### src/rtl/synthesijer_fp32_pkg.sv
// Shared single-precision helpers for the native FP32 subtract core.
package synthesijer_fp32_pkg;

  localparam int          LATENCY  = 4;
  localparam int          EXP_BIAS = 127;
  localparam int          EXP_MAX  = 255;
  localparam logic [31:0] QNAN     = 32'h7FC00000;
  localparam logic [31:0] POS_INF  = 32'h7F800000;
  localparam logic [31:0] NEG_INF  = 32'hFF800000;

  typedef struct packed {
    logic        sign;
    logic [7:0]  exp;
    logic [23:0] mant;
    logic        is_nan;
    logic        is_inf;
    logic        is_zero;
  } fp32_unpacked_t;

  // Denormals are flushed to a signed zero: exponent 0 yields mantissa 0.
  function automatic fp32_unpacked_t unpack(input logic [31:0] v);
    fp32_unpacked_t u;
    u.sign    = v[31];
    u.exp     = v[30:23];
    u.is_nan  = (v[30:23] == 8'hFF) && (v[22:0] != 23'd0);
    u.is_inf  = (v[30:23] == 8'hFF) && (v[22:0] == 23'd0);
    u.is_zero = (v[30:23] == 8'h00);
    u.mant    = u.is_zero ? 24'd0 : {1'b1, v[22:0]};
    return u;
  endfunction

endpackage

### src/rtl/synthesijer_lzc28.sv
// Combinational leading-zero counter over 28 bits; all-zero input gives 28.
module synthesijer_lzc28 (
  input  logic [27:0] din,
  output logic [4:0]  cnt
);

  // Highest set bit wins because later loop iterations overwrite earlier ones.
  always_comb begin
    cnt = 5'd28;
    for (int i = 0; i < 28; i++) begin
      if (din[i]) cnt = 5'(27 - i);
    end
  end

endmodule

### src/rtl/synthesijer_fsub32_core.sv
// IEEE-754 single-precision subtractor (a - b) with an AXI-Stream operand join,
// an input register and a four-stage arithmetic pipeline. FTZ, round-nearest-even.
module synthesijer_fsub32_core
  import synthesijer_fp32_pkg::*;
(
  input  logic        clk,
  input  logic        reset,
  input  logic [31:0] s_axis_a_tdata,
  input  logic        s_axis_a_tvalid,
  output logic        s_axis_a_tready,
  input  logic [31:0] s_axis_b_tdata,
  input  logic        s_axis_b_tvalid,
  output logic        s_axis_b_tready,
  output logic [31:0] m_axis_result_tdata,
  output logic        m_axis_result_tvalid
);

  localparam logic signed [9:0] EMAX = 10'(EXP_MAX);

  // Round the 27-bit normalized magnitude (hidden bit at 26, G/R/S in [2:0])
  // to nearest-even, renormalize a rounding carry, then saturate to Inf or flush.
  function automatic logic [31:0] round_pack(input logic s,
                                             input logic signed [9:0] e,
                                             input logic [26:0] n);
    logic [24:0]       m;
    logic              up;
    logic signed [9:0] er;
    logic [31:0]       r;
    up = n[2] & ((|n[1:0]) | n[3]);
    m  = {1'b0, n[26:3]} + {24'd0, up};
    er = e;
    if (m[24]) begin
      m  = m >> 1;
      er = e + 10'sd1;
    end
    if (er >= EMAX)        r = {s, POS_INF[30:0]};
    else if (er <= 10'sd0) r = {s, 31'd0};
    else                   r = {s, er[7:0], m[22:0]};
    return r;
  endfunction

  logic        held_a, held_b;
  logic [31:0] hold_a, hold_b;
  logic        take_a, take_b, avail_a, avail_b, fire;
  logic [31:0] op_a, op_b;

  assign s_axis_a_tready = !held_a;
  assign s_axis_b_tready = !held_b;
  assign take_a  = s_axis_a_tvalid & !held_a;
  assign take_b  = s_axis_b_tvalid & !held_b;
  assign avail_a = held_a | take_a;
  assign avail_b = held_b | take_b;
  assign fire    = avail_a & avail_b;
  assign op_a    = held_a ? hold_a : s_axis_a_tdata;
  assign op_b    = held_b ? hold_b : s_axis_b_tdata;

  // Held flags: set when a lone channel arrives, cleared when the pair fires.
  always_ff @(posedge clk) begin
    if (reset) begin
      held_a <= 1'b0;
      held_b <= 1'b0;
    end else if (fire) begin
      held_a <= 1'b0;
      held_b <= 1'b0;
    end else begin
      if (take_a) held_a <= 1'b1;
      if (take_b) held_b <= 1'b1;
    end
  end

  // Hold registers capture only an operand that cannot fire this cycle.
  always_ff @(posedge clk) begin
    if (take_a && !fire) hold_a <= s_axis_a_tdata;
    if (take_b && !fire) hold_b <= s_axis_b_tdata;
  end

  // ---- p0: joined operand pair ----
  logic [31:0] a_p0, b_p0;
  logic        vld_p0, vld_p1, vld_p2, vld_p3;

  // ---- S1: unpack, negate b, classify specials, order by magnitude ----
  fp32_unpacked_t ua, ub;
  logic        s1_special;
  logic [31:0] s1_spec;
  logic        s1_swap;

  // Operand decode; b's sign is flipped so the rest of the datapath is an adder.
  always_comb begin
    ua      = unpack(a_p0);
    ub      = unpack(b_p0);
    ub.sign = ~ub.sign;
  end

  // Special-case result, in priority order NaN, Inf-Inf, Inf, zero+zero.
  always_comb begin
    s1_special = 1'b1;
    s1_spec    = QNAN;
    if (ua.is_nan || ub.is_nan)                            s1_spec = QNAN;
    else if (ua.is_inf && ub.is_inf && (ua.sign != ub.sign)) s1_spec = QNAN;
    else if (ua.is_inf)                                    s1_spec = ua.sign ? NEG_INF : POS_INF;
    else if (ub.is_inf)                                    s1_spec = ub.sign ? NEG_INF : POS_INF;
    else if (ua.is_zero && ub.is_zero)                     s1_spec = {ua.sign & ub.sign, 31'd0};
    else                                                   s1_special = 1'b0;
  end

  assign s1_swap = {ub.exp, ub.mant} > {ua.exp, ua.mant};

  logic              sx_p1, sub_p1, special_p1;
  logic [7:0]        ex_p1, ey_p1;
  logic [23:0]       mx_p1, my_p1;
  logic [31:0]       spec_p1;

  // ---- S2: align the smaller operand with guard/round/sticky ----
  logic [7:0]  d_s2;
  logic [53:0] sh_s2;
  logic [26:0] yal_s2;

  // Shift distances of 27 or more leave only the sticky bit.
  always_comb begin
    d_s2   = ex_p1 - ey_p1;
    sh_s2  = '0;
    yal_s2 = '0;
    if (d_s2 >= 8'd27) begin
      yal_s2 = {26'd0, |my_p1};
    end else begin
      sh_s2  = {my_p1, 3'b000, 27'd0} >> d_s2;
      yal_s2 = sh_s2[53:27] | {26'd0, |sh_s2[26:0]};
    end
  end

  logic        sx_p2, sub_p2, special_p2;
  logic [7:0]  ex_p2;
  logic [26:0] xext_p2, yal_p2;
  logic [31:0] spec_p2;

  // ---- S3: magnitude add/subtract and leading-zero count ----
  logic [27:0] sum_s3;
  logic [4:0]  lz_s3;

  assign sum_s3 = sub_p2 ? ({1'b0, xext_p2} - {1'b0, yal_p2})
                         : ({1'b0, xext_p2} + {1'b0, yal_p2});

  synthesijer_lzc28 u_lzc (
    .din (sum_s3),
    .cnt (lz_s3)
  );

  logic        sx_p3, special_p3;
  logic [7:0]  ex_p3;
  logic [27:0] sum_p3;
  logic [4:0]  lz_p3;
  logic [31:0] spec_p3;

  // ---- S4: normalize, round, pack ----
  logic [26:0]       n_s4;
  logic signed [9:0] e_s4;
  logic [31:0]       res_s4;

  // Carry out shifts right one place; cancellation shifts left to the hidden bit.
  always_comb begin
    if (lz_p3 == 5'd0) begin
      n_s4 = sum_p3[27:1] | {26'd0, sum_p3[0]};
      e_s4 = $signed({2'b00, ex_p3}) + 10'sd1;
    end else begin
      n_s4 = sum_p3[26:0] << (lz_p3 - 5'd1);
      e_s4 = $signed({2'b00, ex_p3}) - $signed({5'd0, lz_p3}) + 10'sd1;
    end
    if (special_p3)            res_s4 = spec_p3;
    else if (sum_p3 == 28'd0)  res_s4 = 32'd0;
    else                       res_s4 = round_pack(sx_p3, e_s4, n_s4);
  end

  // Pipeline valid bits; reset discards everything in flight.
  always_ff @(posedge clk) begin
    if (reset) begin
      vld_p0 <= 1'b0;
      vld_p1 <= 1'b0;
      vld_p2 <= 1'b0;
      vld_p3 <= 1'b0;
    end else begin
      vld_p0 <= fire;
      vld_p1 <= vld_p0;
      vld_p2 <= vld_p1;
      vld_p3 <= vld_p2;
    end
  end

  // Datapath stage registers, free-running without reset.
  always_ff @(posedge clk) begin
    a_p0       <= op_a;
    b_p0       <= op_b;

    sx_p1      <= s1_swap ? ub.sign : ua.sign;
    ex_p1      <= s1_swap ? ub.exp  : ua.exp;
    mx_p1      <= s1_swap ? ub.mant : ua.mant;
    ey_p1      <= s1_swap ? ua.exp  : ub.exp;
    my_p1      <= s1_swap ? ua.mant : ub.mant;
    sub_p1     <= ua.sign ^ ub.sign;
    special_p1 <= s1_special;
    spec_p1    <= s1_spec;

    sx_p2      <= sx_p1;
    ex_p2      <= ex_p1;
    xext_p2    <= {mx_p1, 3'b000};
    yal_p2     <= yal_s2;
    sub_p2     <= sub_p1;
    special_p2 <= special_p1;
    spec_p2    <= spec_p1;

    sx_p3      <= sx_p2;
    ex_p3      <= ex_p2;
    sum_p3     <= sum_s3;
    lz_p3      <= lz_s3;
    special_p3 <= special_p2;
    spec_p3    <= spec_p2;
  end

  // Output register: one-cycle strobe, data held between results.
  always_ff @(posedge clk) begin
    if (reset) begin
      m_axis_result_tvalid <= 1'b0;
      m_axis_result_tdata  <= 32'd0;
    end else begin
      m_axis_result_tvalid <= vld_p3;
      if (vld_p3) m_axis_result_tdata <= res_s4;
    end
  end

endmodule

### config.mk
export PLATFORM = sky130hd
export DESIGN_NAME = synthesijer_fsub32_core
export DESIGN_NICKNAME = d
export VERILOG_FILES = /design/src/rtl/synthesijer_fp32_pkg.sv /design/src/rtl/synthesijer_lzc28.sv /design/src/rtl/synthesijer_fsub32_core.sv
export SDC_FILE = /design/constraint.sdc
export NUM_CORES = 1
export LEC_CHECK = 0
export ABC_AREA = 0
export CAP_MARGIN = 0
export CORE_ASPECT_RATIO = 1.4
export CORE_MARGIN = 10
export CORE_UTILIZATION = 56
export CTS_BUF_LIST = sky130_fd_sc_hd__clkbuf_4 sky130_fd_sc_hd__clkbuf_8
export DETAILED_ROUTE_END_ITERATION = 16
export PLACE_DENSITY = 0.75
export SYNTH_ARGS = -nofsm -noshare
export SYNTH_HDL_FRONTEND = slang
export SYNTH_SLANG_ARGS = --single-unit
### constraint.sdc
create_clock -name clk -period 15.3 [get_ports clk]
set_clock_uncertainty 0.15 [all_clocks]
set_input_delay 3.06 -clock clk [delete_from_list [all_inputs] [get_ports clk]]
set_output_delay 3.06 -clock clk [all_outputs]
set_load 0.02 [all_outputs]
==> results.cfg <==
[timing]
slew_headroom_pct = 31.5
tightest_slew_ns = 1.03
period_share_pct = 45.1
min_period_ns = 6.90
rsz0062_at_grt = no
final-max-slew-violation-count = 0
hold_viol = 0
setup_viol = 0
timing.fmax_mhz = 145
tns_ns = 0

[min_path]
holdCritPathClass = flop to flop

[placed_design]
io_buffers = 102
dp.cells = 2551
hpwl_mm = 45.3
gp_congestion = 1.02

[job]
drv_cap = 0

[floorplan]
core-area_um2 = 34000
rows = 80
die_w_um = 177
die_h_um = 239
ios = 103
initial_utilization_pct = 56.4
die-area_um2 = 42200

[setup_path]
cp_max_fo = 36
ff2ff_path_depth = 14
cp_cell_sequence = inv_1 > ha_1 > nor2b_1 > a211oi_1 > o32a_1 > o211ai_1 > a2111oi_4 > or3b_4 > nor4_4 > nand4_1 > xor2_1 > o41ai_4 > nor3_4 > a32o_1
worstPathRequired_ns = 15.71
cp-start-kind = flop
cp_slowest_stage_delay_ns = 1.01
path_class = flop to flop
critPathBufInv = 1
worstReg2RegEnd = m_axis_result_tdata[13]$_SDFFE_PP0P_
cp.depth = 14
endpoint = m_axis_result_tdata[13]$_SDFFE_PP0P_
timing.rr.start = lz_p3[0]$_SDFF_PP0_
arrival_ns = 7.31
cp_top_family = compound AO/OA/AOI/OAI gates
end_kind = flop
r2r_slack_ns = 8.40
crit_path_start = lz_p3[0]$_SDFF_PP0_
slowest_stage = dfxtp_2

[synth]
syn_nets = 2241
syn_inst = 2068
synth.most_common_cell = dfxtp_1
ys_ff_latch = 348
syn_avg_cell_area_um2 = 9.29
synthArstFlopShare_pct = 0
netlist_area_um2 = 19200
synth-edff-count = 64
ys_types = 97
synth_ff_type = dfxtp_1
synth_top_area_cell = dfxtp_1
synth_area_leaders = dfxtp_1, edfxtp_1, ha_1
seq_area_frac_synth_pct = 39.6
yosys_warnings = 0
synth_common_cells = dfxtp_1, nand2_1, nor2_1
yosysTopAreaCellShare_pct = 29.6

[power_and_ir_drop]
pwr-share-seq_pct = 28.6
irDropWorstVdd_mv = 0.106
internal-power_uw = 2470
switching_share_pct = 44.4
p_leak_uw = 0.00892
power_frac_clock_pct = 20.2
power_per_cell_area_nw_per_um2 = 203
combinationalPowerShare_pct = 51.2
p_switching_uw = 1970

[clocking]
cts_tree = yes
cts-htree-levels = 2
cts_hold_buf = 0
clk_latency_ns = 0.63
cts_buffers = 53
cts_sinks = 348
clk_pin_slew_ns = 0.08
ctsLongestPathBuffers = 3
cts_resized = 0
post_cts_buffers = 0
clockRootBuffer = clkbuf_8

[final_layout]
areaGrowthSynthToFinish_pct = 14.2
drive_above_1_share_pct = 12.6
fin_cells = 2651
nNetsFinal = 2328
fillCellCount = 2853

[global_route]
grt_overflow = 0
grt_start_max_net_pins = 91
antenna_found_initial = 0
grt_pass1_wl_mm = 91.4
grt_pass1_vias = 16300
track_usage_pct = 27.5

[drt]
drc = 0
antenna_left = 0
wl_per_cell_um = 22.3
routed_via_density = 6.13
num_vias = 16300
drt_iter0_drc = 1242
first_pass_iters = 5
wirelength_mm = 59.1

[outcome]
status = complete, no violations
==> stage by stage <==
step / cell area, µm² / util, % / setup slack [ns] / power [µW] / hold slack, ns
after floorplan: 19200 / - / 10.06 / 2830 / 0.160
after global placement: 20600 / 60.6 / 8.61 / 3510 / 0.160
after detailed placement: 20600 / 60.6 / 8.47 / 3510 / 0.162
after CTS: 21900 / 64.4 / 8.44 / 4420 / 0.169
after global routing: 21900 / 64.4 / 7.85 / 4690 / 0.182
final: 21900 / 64.4 / 8.40 / 4450 / 0.171
==> cells in the final DEF, fill, tap and decap left out, types with 24 or more instances in the layout <==
master / count
a21o_1: 30
a21oi_1: 94
and3_1: 24
buf_4: 27
clkbuf_8: 69
clkdlybuf4s50_1: 102
dfxtp_1: 283
edfxtp_1: 64
ha_1: 102
inv_1: 109
mux2_2: 89
mux2i_1: 70
mux4_2: 25
nand2_1: 209
nand3_1: 73
nand4_1: 28
nor2_1: 153
nor3_1: 49
nor4_1: 34
o21ai_0: 127
xnor2_1: 45
xor2_1: 26
==> flip-flops by register name (all words and copies together), names as in the netlist, 5 cells and up <==
| register | count |
|---|---|
| ey_p1 | 8 |
| hold_a | 32 |
| ex_p3 | 8 |
| xext_p2 | 24 |
| yal_p2 | 27 |
| my_p1 | 24 |
| lz_p3 | 5 |
| m_axis_result_tdata | 32 |
| sum_p3 | 28 |
| ex_p1 | 8 |
| ex_p2 | 8 |
| hold_b | 32 |
| b_p0 | 32 |
| mx_p1 | 24 |
| a_p0 | 32 |
==> layer usage <==
| metal | part of all wire (%) | GRT usage (%) | wire length [µm] |
|---|---|---|---|
| met5 | 0 | 0 | 0 |
| met4 | 8.0 | 20.2 | 4710 |
| met3 | 4.3 | 3.54 | 2560 |
| met2 | 52 | 50.2 | 30500 |
| met1 | 36 | 28.2 | 21300 |
==> cells by family (layout without fill, tap and decap cells) <==
family,count (synthesis),count (layout),share of synthesized area (%)
compound gates,470,470,16.5
xor+xnor,76,76,3.62
fa+ha+maj,105,105,6.96
buf+inv,207,338,4.29
flops,348,348,39.6
mux,184,184,11.8
other cells,0,1,0
simple gates,678,678,17.2
==> worst min-delay path by stage <==
stage          slack, ns                   to         startpoint  depth (start not counted)
2_1_floorplan       0.16     ex_p3[0]$_DFF_P_   ex_p2[0]$_DFF_P_                          0
3_3_place_gp        0.16   xext_p2[6]$_DFF_P_   mx_p1[3]$_DFF_P_                          0
3_5_place_dp        0.16     ex_p3[1]$_DFF_P_   ex_p2[1]$_DFF_P_                          0
4_1_cts             0.17  xext_p2[16]$_DFF_P_  mx_p1[13]$_DFF_P_                          0
5_1_grt             0.18  xext_p2[26]$_DFF_P_  mx_p1[23]$_DFF_P_                          0
6_report            0.17  xext_p2[16]$_DFF_P_  mx_p1[13]$_DFF_P_                          0
==> cell type report <==
class	instances	area, µm²	area share, %
clock inverter	17	246	1.12
tap	451	564	2.57
sequential	348	7610	34.7
timing repair buffer	129	1220	5.58
clock buffer	82	1050	4.78
antenna	1	2.50	0.0114
inverter	110	413	1.88
multi-input combinational	1513	10800	49.4
==> power groups by stage <==
stage	Clock (µW)	Sequential [µW]	Combinational, µW
2_1_floorplan	0	1160	1670
3_3_place_gp	0	1290	2220
3_5_place_dp	0	1280	2230
4_1_cts	915	1260	2240
5_1_grt	953	1280	2460
6_report	901	1270	2280
Note: power is estimated with default switching activity, not from simulation.
==> variant 1 (same settings) <==
The package constant `EXP_MAX` goes from 255 to 127.
--- a/src/rtl/synthesijer_fp32_pkg.sv
+++ b/src/rtl/synthesijer_fp32_pkg.sv
@@ -3,7 +3,7 @@
 
   localparam int          LATENCY  = 4;
   localparam int          EXP_BIAS = 127;
-  localparam int          EXP_MAX  = 255;
+  localparam int          EXP_MAX  = 127;
   localparam logic [31:0] QNAN     = 32'h7FC00000;
   localparam logic [31:0] POS_INF  = 32'h7F800000;
   localparam logic [31:0] NEG_INF  = 32'hFF800000;
Check against the original RTL: not equivalent (a bounded check fails within 10 cycles, from zero or initial values and one cycle with reset high).
==> variant 1 against the original RTL <==
  * Sequential share of layout area decreased by 0.25 points
  * Sequential cell count unchanged
  * Fmax increased by 5.5%
  * Critical endpoint is now m_axis_result_tdata[6]
  * Synthesized cell count increased by 1.9%
  * Largest power group unchanged
  * Via count decreased by 0.12%
  * Wire length decreased by 2.4%
  * Highest routed layer is now met5
  * First-iteration DRC count decreased by 5.9%
  * Largest cell class unchanged
  * Setup slack improved by 360 ps
  * Cell area increased by 0.72%
  * Critical path type unchanged
  * Synthesized area increased by 1.4%
  * Power increased by 2.9%
==> variant 1: results (changes against the original RTL) <==
[logic_synthesis]
yosys-top-cells-area = dfxtp_1, edfxtp_1, ha_1
avgSynthCellArea_sq_um = 9.243  ; -0.49%
synth-seq-area-share_pct = 39.04  ; -0.56 points
yosysUniqueCellTypes = 106  ; +9.3%
synth_common_cells = dfxtp_1, nand2_1, nor2_1, o21ai_0, inv_1
synth_top_area_share_pct = 29.18  ; -0.42 points
syn-num-nets = 2281  ; +1.8%

[drt]
ant_nets = 0  ; unchanged
vias = 16240  ; -0.12%
dr.pass1.iters = 8  ; +3
wirelength_um = 57650  ; -2.4%
drt_iter0_drc = 1169  ; -5.9%

[grt]
grtUsageMet2_pct = 49.83  ; -0.33 points
grtUsageMet3_pct = 4.083  ; +0.54 points
use_met1_pct = 26.36  ; -1.8 points
grt_pass1_vias = 16130  ; -0.96%
grt_pass1_wl_um = 89610  ; -2.0%
grt_max_degree = 123  ; +35%
track_usage_pct = 26.73  ; -0.81 points
grt_antenna_before_repair = 2  ; +2

[clock_tree]
cts_max_path_buffers = 3  ; unchanged
clock_latency_ps = 620
numCtsBuffers = 52  ; -1.9%
clkSlewWorstSetupHoldPaths_ps = 60  ; -20 ps

[layout]
nFillCells = 2838  ; -0.53%
instances_no_fill = 2680  ; +1.1%
nets = 2359  ; +1.3%
drive_gt1_share_pct = 12.75  ; +0.10 points
multi_input_area_sq_mm = 0.01096  ; +1.3%

[timing]
tightest_slew_ps = 1178  ; +150.4 ps
hold_slack_ps = 173.4  ; +2.387 ps
fin_crit_ps = 6540  ; -362.7 ps

[placement]
gp_congestion = 1.045  ; +2.0%
dpl.hpwl_um = 44940  ; -0.90%
portBuffers = 102  ; unchanged
place_ws_ps = 8858  ; +389.5 ps
dp.cells = 2583  ; +1.3%
placed_area_sq_mm = 0.02081  ; +0.84%

[critical_path]
r2r_slack_ps = 8760  ; +360 ps
cp.arrival_ps = 6920  ; -390 ps
cp_max_fo = 33  ; -8.3%
path_delay_family = simple AND/OR/NAND/NOR gates
cp_slowest_cell = a41oi_2

[outcome]
status = finished, final reports clean

[pwr]
leakagePower_nw = 8.960  ; +0.44%
ir_drop_uv = 92.94  ; -13%

==> variant 1: logic make-up after synthesis <==
kind of cell | Yosys count | synth area share, %
AOI/OAI and AO/OA | 486 | 16.77
DFF | 348 | 39.04
xor gates and xnor gates | 80 | 3.673
and+or+nand+nor | 682 | 17.31
buffers and inverters | 227 | 4.829
adders and majority gates | 105 | 6.858
muxes | 180 | 11.51
==> variant 1: layout make-up <==
cell class | count | share of cell area, %
flip-flops and latches | 348 | 34.45
diodes | 1 | 0.01133
repair buffers | 127 | 5.472
clock buffers | 78 | 4.464
well taps | 451 | 2.555
multi-input cells | 1533 | 49.62
clock inverters | 18 | 1.309
inverters | 124 | 2.119
==> variant 1: final timing paths <==
path | start | end | cells past startpoint
worst max-delay path | lz_p3[0] | m_axis_result_tdata[6] | 20
worst min-delay path | mx_p1[0] | xext_p2[3] | 0
worst max register to register | lz_p3[0] | m_axis_result_tdata[6] | 20
worst min register to register | mx_p1[0] | xext_p2[3] | 0
==> variant 1: power breakdown <==
group | total [mW] | switching, mW | internal, mW
combinational | 2.45 | 1.53 | 0.919
sequential | 1.24 | 0.172 | 1.06
clock | 0.892 | 0.357 | 0.535
==> variant 1: per-layer routing <==
layer	routed length [um]	share of wire (%)	vias up
li1	-	-	7822
met1	20380	35	7688
met2	30380	53	540
met3	2424	4.2	192
met4	4456	7.7	2
met5	8	0.014	-
==> variant 2 (same flow settings) <==
Made on the original files. Reset style: asynchronous (`reset`), changed in 3 clocked blocks.
--- a/src/rtl/synthesijer_fsub32_core.sv
+++ b/src/rtl/synthesijer_fsub32_core.sv
@@ -55,7 +55,7 @@
   assign op_b    = held_b ? hold_b : s_axis_b_tdata;
 
   // Held flags: set when a lone channel arrives, cleared when the pair fires.
-  always_ff @(posedge clk) begin
+  always_ff @(posedge clk or posedge reset) begin
     if (reset) begin
       held_a <= 1'b0;
       held_b <= 1'b0;
@@ -171,7 +171,7 @@
   end
 
   // Pipeline valid bits; reset discards everything in flight.
-  always_ff @(posedge clk) begin
+  always_ff @(posedge clk or posedge reset) begin
     if (reset) begin
       vld_p0 <= 1'b0;
       vld_p1 <= 1'b0;
@@ -216,7 +216,7 @@
   end
 
   // Output register: one-cycle strobe, data held between results.
-  always_ff @(posedge clk) begin
+  always_ff @(posedge clk or posedge reset) begin
     if (reset) begin
       m_axis_result_tvalid <= 1'b0;
       m_axis_result_tdata  <= 32'd0;
Function: differs if reset is asserted again (counterexample within 4 cycles, from zero or initial values and one cycle with reset high); with reset held inactive, the same outputs for 4 cycles.
==> variant 2 against the original RTL <==
  * Power grew 16%
  * Non-clock buffer count up 4
  * Synthesized area grew 3.7%
  * Final cell count up 1.2%
  * First-iteration DRC count is 13% higher
  * Cell area is 1.7% higher
  * Setup slack better by 930 ps
  * Utilization down 0.81 points
  * Sequential cell count unchanged
  * Wire length fell by 2.5%
  * Hold slack lost 1.1 ps
  * Critical path depth is the same
  * Synthesized cell count is 2.4% higher
  * Critical path type unchanged
  * Largest cell class unchanged
  * Highest routed layer unchanged
==> variant 2: results (changes against the original RTL) <==
[outcome]
status = finished, final reports clean

[critical_path]
cp.arrival_ps = 6300  ; -1010 ps
timing.rr.start = lz_p3[1]
r2r_slack_ps = 9330  ; +930 ps
path_delay_family = simple AND/OR/NAND/NOR gates
reg2reg_to = m_axis_result_tdata[19]
cp_max_fo = 23  ; -36%
slowest_delay_ps = 750  ; -260 ps

[placement]
gp_congestion = 0.9477  ; -7.5%
dpl.hpwl_um = 44490  ; -1.9%

[grt]
grt_pass1_wl_um = 91190  ; -0.23%
grtUsageMet3_pct = 3.185  ; -0.36 points
grtUsageMet2_pct = 48.44  ; -1.7 points
track_usage_pct = 26.17  ; -1.4 points
grt_max_degree = 123  ; +35%
use_met1_pct = 26.49  ; -1.7 points

[drt]
drt_iter0_drc = 1404  ; +13%
drt-met1-wl_um = 20140  ; -5.6%
wl_met3_um = 2520  ; -1.6%
via_per_inst = 6.211  ; +1.2%

[layout]
nFillCells = 2930  ; +2.7%
drive_gt1_share_pct = 13.34  ; +0.69 points
nets = 2361  ; +1.4%

[pwr]
ir_drop_uv = 123.7  ; +16%
leakagePower_nw = 9.056  ; +1.5%
power_frac_comb_pct = 59.3  ; +8.1 points
p_sw_share_pct = 47.32  ; +2.9 points

[clock_tree]
clock_latency_ps = 580  ; -50 ps
numCtsBuffers = 49  ; -7.5%

[logic_synthesis]
yosysUniqueCellTypes = 100  ; +3.1%
syn-num-nets = 2290  ; +2.2%
synth_common_cells = dfxtp_1, nand2_1, nor2_1, inv_1, o21ai_0

[timing]
relSlewSlack_pct = 19.76  ; -12 points

-- variant 2: per-stage QoR --
stage	hold WS, ps	cells	instance area [sq um]	worst slack (ps)	total power [mW]
CTS	168.3	2683	22310	9424	5.107
floorplan	159.6	2117	19910	9988	3.408
finish	169.9	2683	22310	9327	5.146
global route	173.7	2683	22310	9035	5.450
global placement	160.9	2593	21220	9553	4.307
detailed placement	162.1	2593	21220	9435	4.321
-- variant 2: how the worst max path moves through the flow --
| stage | start | to | slack (ps) | cells after the start |
|---|---|---|---|---|
| CTS | lz_p3[1] | m_axis_result_tdata[19] | 9420 | 17 |
| floorplan | lz_p3[0] | m_axis_result_tdata[11] | 9990 | 22 |
| global route | lz_p3[1] | m_axis_result_tdata[21] | 9030 | 14 |
| global placement | lz_p3[1] | m_axis_result_tdata[21] | 9550 | 15 |
| detailed placement | lz_p3[1] | m_axis_result_tdata[19] | 9430 | 17 |
| finish | lz_p3[1] | m_axis_result_tdata[19] | 9330 | 14 |
-- variant 2: kinds of logic after synthesis --
group	Yosys count	synth area share, %
xor gates and xnor gates	66	3.066
buffers and inverters	245	5.234
and+or+nand+nor	716	17.67
DFF	348	39.18
muxes	163	11.23
adders and majority gates	105	6.711
AOI/OAI and AO/OA	474	16.91
-- variant 2: final cells by class --
| type | instances | area [sq um] | share of cell area [%] |
|---|---|---|---|
| clock inverters | 19 | 166.4 | 0.7459 |
| repair buffers | 133 | 1254 | 5.620 |
| inverters | 132 | 495.5 | 2.221 |
| flip-flops and latches | 348 | 7804 | 34.98 |
| multi-input cells | 1524 | 11100 | 49.75 |
| clock buffers | 71 | 920.9 | 4.128 |
| well taps | 456 | 570.5 | 2.557 |
